$ cat config.mk
export PLATFORM = sky130hd
export DESIGN_NAME = wr_burst_ctrl
export DESIGN_NICKNAME = d
export VERILOG_FILES = /design/src/rtl/wr_ctrl_pkg.sv /design/src/rtl/wr_burst_len.sv /design/src/rtl/wr_burst_ctrl.sv
export SDC_FILE = /design/constraint.sdc
export NUM_CORES = 1
export LEC_CHECK = 0
export CORE_ASPECT_RATIO = 1.75
export CORE_MARGIN = 2
export CORE_UTILIZATION = 30
export DETAILED_ROUTE_END_ITERATION = 7
export HOLD_SLACK_MARGIN = 0.05
export PLACE_DENSITY = 0.53
export SKIP_CTS_REPAIR_TIMING = 1
export SYNTH_ARGS = -nofsm -noshare
export SYNTH_HDL_FRONTEND = slang
export SYNTH_SLANG_ARGS = --single-unit
$ cat constraint.sdc
create_clock -name clk -period 10.7 [get_ports clk]
set_input_delay 3.21 -clock clk [delete_from_list [all_inputs] [get_ports clk]]
set_output_delay 3.21 -clock clk [all_outputs]
set_load 0.02 [all_outputs]
$ cat src/rtl/wr_ctrl_pkg.sv
// Shared types and burst-sizing arithmetic for the packet burst write controller.
package wr_ctrl_pkg;

  typedef enum logic [2:0] {
    ST_IDLE,
    ST_SETUP,
    ST_WAIT,
    ST_BURST,
    ST_DONE
  } wr_state_t;

  // Burst length: limited by words left, the burst cap and the next cap-aligned boundary.
  function automatic logic [63:0] burst_len(input logic [63:0] remaining,
                                            input logic [63:0] addr_word,
                                            input logic [63:0] max_burst);
    logic [63:0] to_bound;
    logic [63:0] len;
    to_bound = max_burst - (addr_word & (max_burst - 64'd1));
    len      = remaining;
    if (max_burst < len) len = max_burst;
    if (to_bound < len)  len = to_bound;
    return len;
  endfunction

endpackage

$ cat src/rtl/wr_burst_len.sv
// Combinational burst-length calculator: words per burst from remaining count and byte address.
module wr_burst_len
  import wr_ctrl_pkg::*;
#(
  parameter int DATA_W    = 32,
  parameter int ADDR_W    = 32,
  parameter int MAX_BURST = 16,
  parameter int BURST_W   = 16
) (
  input  logic [ADDR_W-1:0]  remaining,
  input  logic [ADDR_W-1:0]  addr,
  output logic [BURST_W-1:0] len
);

  localparam int ADDR_LSB = $clog2(DATA_W / 8);

  logic [ADDR_W-1:0] addr_word;

  assign addr_word = addr >> ADDR_LSB;
  assign len       = BURST_W'(burst_len(64'(remaining), 64'(addr_word), 64'(MAX_BURST)));

endmodule

$ cat src/rtl/wr_burst_ctrl.sv
// Packet write controller: drains a show-ahead FIFO into memory as aligned Avalon-MM bursts.
module wr_burst_ctrl
  import wr_ctrl_pkg::*;
#(
  parameter int DATA_W    = 32,
  parameter int ADDR_W    = 32,
  parameter int MAX_BURST = 16,
  parameter int BURST_W   = 16,
  parameter int FILL_W    = 8
) (
  input  logic               clk,
  input  logic               reset,
  input  logic               wr_ctrl,
  input  logic [ADDR_W-1:0]  pkt_begin,
  input  logic [ADDR_W-1:0]  pkt_end,
  input  logic [FILL_W-1:0]  fifo_usedw,
  input  logic [DATA_W-1:0]  fifo_out,
  output logic               fifo_rd,
  output logic               wr_ctrl_rdy,
  output logic               done,
  output logic               err,
  output logic [ADDR_W-1:0]  address,
  output logic [DATA_W-1:0]  writedata,
  output logic               write,
  output logic [BURST_W-1:0] burstcount,
  input  logic               waitrequest
);

  localparam int BYTES    = DATA_W / 8;
  localparam int ADDR_LSB = $clog2(BYTES);
  localparam int CMP_W    = (FILL_W > BURST_W) ? FILL_W : BURST_W;
  localparam logic [ADDR_W-1:0] ALIGN_MASK = ADDR_W'(BYTES - 1);

  wr_state_t          state, state_nxt;
  logic [ADDR_W-1:0]  addr_q, addr_nxt;
  logic [ADDR_W-1:0]  rem_q, rem_nxt;
  logic [BURST_W-1:0] len_q, len_nxt, len_calc;
  logic [BURST_W-1:0] beat_q, beat_nxt;
  logic               err_q, err_nxt;
  logic               beat_ok, bad_req;

  wr_burst_len #(
    .DATA_W   (DATA_W),
    .ADDR_W   (ADDR_W),
    .MAX_BURST(MAX_BURST),
    .BURST_W  (BURST_W)
  ) u_len (
    .remaining(rem_q),
    .addr     (addr_q),
    .len      (len_calc)
  );

  assign bad_req = (pkt_end < pkt_begin) ||
                   ((pkt_begin & ALIGN_MASK) != '0) ||
                   ((pkt_end & ALIGN_MASK) != '0);

  // Write is decoded from state so an asynchronous reset drops it immediately.
  assign write       = (state == ST_BURST);
  assign beat_ok     = write & ~waitrequest;
  assign fifo_rd     = beat_ok;
  assign writedata   = write ? fifo_out : '0;
  assign address     = addr_q;
  assign burstcount  = len_q;
  assign wr_ctrl_rdy = (state == ST_IDLE);
  assign done        = (state == ST_DONE);
  assign err         = err_q;

  always_ff @(posedge clk or negedge reset) begin
    if (!reset) begin
      state  <= ST_IDLE;
      addr_q <= '0;
      rem_q  <= '0;
      len_q  <= '0;
      beat_q <= '0;
      err_q  <= 1'b0;
    end else begin
      state  <= state_nxt;
      addr_q <= addr_nxt;
      rem_q  <= rem_nxt;
      len_q  <= len_nxt;
      beat_q <= beat_nxt;
      err_q  <= err_nxt;
    end
  end

  always_comb begin
    state_nxt = state;
    addr_nxt  = addr_q;
    rem_nxt   = rem_q;
    len_nxt   = len_q;
    beat_nxt  = beat_q;
    err_nxt   = 1'b0;
    case (state)
      ST_IDLE: begin
        if (wr_ctrl) begin
          if (bad_req) begin
            err_nxt = 1'b1;
          end else begin
            addr_nxt  = pkt_begin;
            rem_nxt   = (pkt_end - pkt_begin) >> ADDR_LSB;
            state_nxt = (pkt_end == pkt_begin) ? ST_DONE : ST_SETUP;
          end
        end
      end
      ST_SETUP: begin
        len_nxt   = len_calc;
        beat_nxt  = '0;
        state_nxt = ST_WAIT;
      end
      ST_WAIT: begin
        // Only start once the whole burst is already buffered, so beats never stall on data.
        if (CMP_W'(fifo_usedw) >= CMP_W'(len_q)) state_nxt = ST_BURST;
      end
      ST_BURST: begin
        if (beat_ok) begin
          if (beat_q == len_q - BURST_W'(1)) begin
            addr_nxt  = addr_q + (ADDR_W'(len_q) << ADDR_LSB);
            rem_nxt   = rem_q - ADDR_W'(len_q);
            state_nxt = (rem_q == ADDR_W'(len_q)) ? ST_DONE : ST_SETUP;
          end else begin
            beat_nxt = beat_q + BURST_W'(1);
          end
        end
      end
      ST_DONE: state_nxt = ST_IDLE;
      default: state_nxt = ST_IDLE;
    endcase
  end

endmodule

==> flow_summary.ini <==
[sta]
setup_viol = 0
fin_hold_ws_ns = 0.493
fin_crit_ns = 7.67
tightestPinTransition_ns = 1.18
fin_skew_ns = 0.0114
clock.fmax_mhz = 130
relSlewSlack = 0.210
finalSetupTns_ns = 0
fin_crit_sh = 0.717
drv_slew = 0
rsz0062_at_grt = false
setup_slack_ns = 3.03
finalHoldViolations = 0

[power_and_ir_drop]
pwr-share-clk = 0.214
p_per_area_mw_per_mm2 = 140
seqPwrFrac = 0.304
vdd_drop_max_mv = 0.0989
leakage_nw = 5.12
cellInternalPower_w = 0.000967
p_switching_w = 0.000710
sw_frac_of_total = 0.423
p_comb_frac = 0.483

[drt]
wl_per_cell_um = 20.3
top_layer_used = met4
drc = 0
dr.pass1.iters = 5
wl_mm = 35.8
wl_met2_mm = 19.6
ant_nets = 0
routed-via-count = 9687
vias_per_cell = 5.49
drtIter0Drc = 538
route.met3.wl_mm = 1.56
drt-met1-wl_mm = 12.9

[yosys]
synthDistinctLibCells = 76
synth.avg_cell_area_sq_um = 7.75
synth-async-reset-ratio = 1.00
syn_area_sq_mm = 0.00937
synth-edff-count = 0
ys_seq_area_frac = 0.267
synth-seq-cells = 100
synth_warnings = 0
synth_flop_cell = dfrtp_1
synth_nets = 1397
syn_inst = 1208

[finish]
drive_gt1_frac = 0.0371
fin_area_sq_mm = 0.0120
synthToLayoutAreaGrowth_pct = 27.7
fin_nets = 1559
diodes = 0
layoutNonFillerInstCount = 1765

[critical_path]
reg2reg_depth = 14
r2r-start = rem_q[16]
end_kind = primary output
path_cells = clkdlybuf4s50_1 > and3_1 > clkdlybuf4s50_1
critPathKind = primary input to primary output
crit_arrival_ns = 4.46
cpMostUsedCell = clkdlybuf4s50_1
cp_num_cells = 3
critPathTopFamily = buffers and inverters
reg2reg_slack_ns = 6.45
worst-path-max-fanout = 1
cp-endpoint = writedata[13]
slowest_stage = clkdlybuf4s50_1
r2r_end = burstcount[4]
slowest_delay_ns = 0.61
cp_num_buf_inv = 2
startpoint_type = primary input
required_ns = 7.49
cp-startpoint = fifo_out[13]

[global_route]
grt_pass1_vias = 9753
grt_pass1_wl_mm = 55.1
grt_util_all_layers = 0.224
grt_start_max_net_pins = 78
grt_overflow = 0
antenna_found_initial = 0

[place]
hpwl_mm = 28.0
portBuffers = 192
place_congestion = 0.920
pre_cts_ws_ns = 3.01
post-place-cells = 1750
place_area_sq_mm = 0.0117

[clock_tree]
ctsLongestPathBuffers = 2
clock_latency_ns = 0.38
cts_tree = yes
htreeDepth = 3
numClockSinks = 100
cts_buffers = 9
cts_root_buf = clkbuf_16
clk_pin_slew_ns = 0.08

[floorplan]
start_util = 0.305
row_count = 85
chipWidth_um = 138
die_area_sq_mm = 0.0327
pin_count = 193
die_height_um = 238
core_sq_mm = 0.0307

[min_path]
hold_path.class = register to register
min_from = address[1]

[flow_run]
maxCapViolations = 0

[outcome]
outcome = finished, final reports clean
==> state kept, by name (all words and copies together), names as in the netlist <==
signal      count
state           3
address        32
beat_q         16
err             1
burstcount     16
rem_q          32
==> Yosys cell counts, drive strengths merged, types with 15 or more instances <==
cell type | number | area, sq um
nor2 | 119 | 447
nand2 | 108 | 405
dfrtp | 100 | 2500
o21ai | 97 | 485
a21oi | 92 | 460
ha | 79 | 988
inv | 77 | 289
clkbuf | 49 | 195
and3 | 48 | 300
xnor2 | 45 | 394
nor3 | 39 | 195
xor2 | 30 | 263
nand3 | 28 | 140
a21o | 27 | 203
a211oi | 24 | 180
nand4 | 20 | 125
o21a | 18 | 135
nand2b | 16 | 100
a31oi | 15 | 93.8
nor4 | 15 | 115
==> layout make-up <==
class	count	area, sq um
Tap cell	391	489
Fill cell	3245	18800
Clock inverter	5	62.6
Clock buffer	10	239
Multi-Input combinational cell	975	6350
Timing Repair Buffer	207	2030
Sequential cell	100	2500
Inverter	77	289
==> layout by cell type, fill, tap and decap left out, types with 5 or more instances in the layout <==
master,netlist,final
nor3_1,39,39
nor3b_1,5,5
nand2_1,108,107
o21ai_0,97,97
xnor2_1,45,45
nand2b_1,16,16
o21a_1,18,18
nand4_1,20,20
a22oi_1,5,5
buf_4,0,16
inv_1,77,76
a2111oi_0,10,10
o21bai_1,7,7
o211ai_1,5,5
clkdlybuf4s50_1,0,191
o221ai_1,5,5
a221o_1,5,5
dfrtp_1,100,100
or4_1,5,5
a31oi_1,15,15
nor4_1,13,13
and3_1,48,48
nor2_1,119,117
a211oi_1,24,23
nor2b_1,13,13
o22ai_1,6,6
ha_1,79,79
xor2_1,30,30
a21oi_1,92,92
a21o_1,27,27
clkbuf_16,0,9
or3_1,12,12
nand3_1,28,28
==> per-layer routing <==
layer,global-route usage,vias up
li1,-,4731
met2,0.434,276
met5,0,-
met1,0.224,4620
met3,0.0262,60
met4,0.121,0
==> power by group through the flow <==
stage,Sequential (W),Clock (W),Combinational [W]
2_1_floorplan,0.000491,0,0.000556
3_3_place_gp,0.000515,0,0.000801
3_5_place_dp,0.000517,0,0.000807
4_1_cts,0.000510,0.000372,0.000812
5_1_grt,0.000518,0.000381,0.000901
6_report,0.000509,0.000359,0.000810
==> logic make-up after synthesis <==
logic type               share of synthesized area
adder cells (fa/ha/maj)                      0.110
multiplexers                               0.00548
buffers and inverters                       0.0564
AND/OR/NAND/NOR                              0.236
AO/OA/AOI/OAI                                0.256
flip-flops                                   0.267
XOR/XNOR                                    0.0701
==> per-stage QoR <==
stage	total power, W	utilization
3_3_place_gp	0.00132	0.379
3_5_place_dp	0.00132	0.379
6_report	0.00168	0.389
4_1_cts	0.00169	0.389
5_1_grt	0.00180	0.389
2_1_floorplan	0.00105	-
==> worst min path at each step <==
stage	cells past startpoint	slack, ns	endpoint
CTS	1	0.50	address[1]
finish	1	0.49	address[1]
floorplan	1	0.45	rem_q[17]
global placement	1	0.46	rem_q[17]
detailed placement	1	0.47	address[0]
global route	1	0.51	address[1]
==> worst reg2reg max path, delay by kind of cell, from the launching register on <==
kind	cells	cell delay (ns)
flip-flops	1	0.43
AND/OR/NAND/NOR	8	2.35
adder cells (fa/ha/maj)	1	0.29
AO/OA/AOI/OAI	5	1.11
No activity file was read; power rests on OpenSTA's default activity.
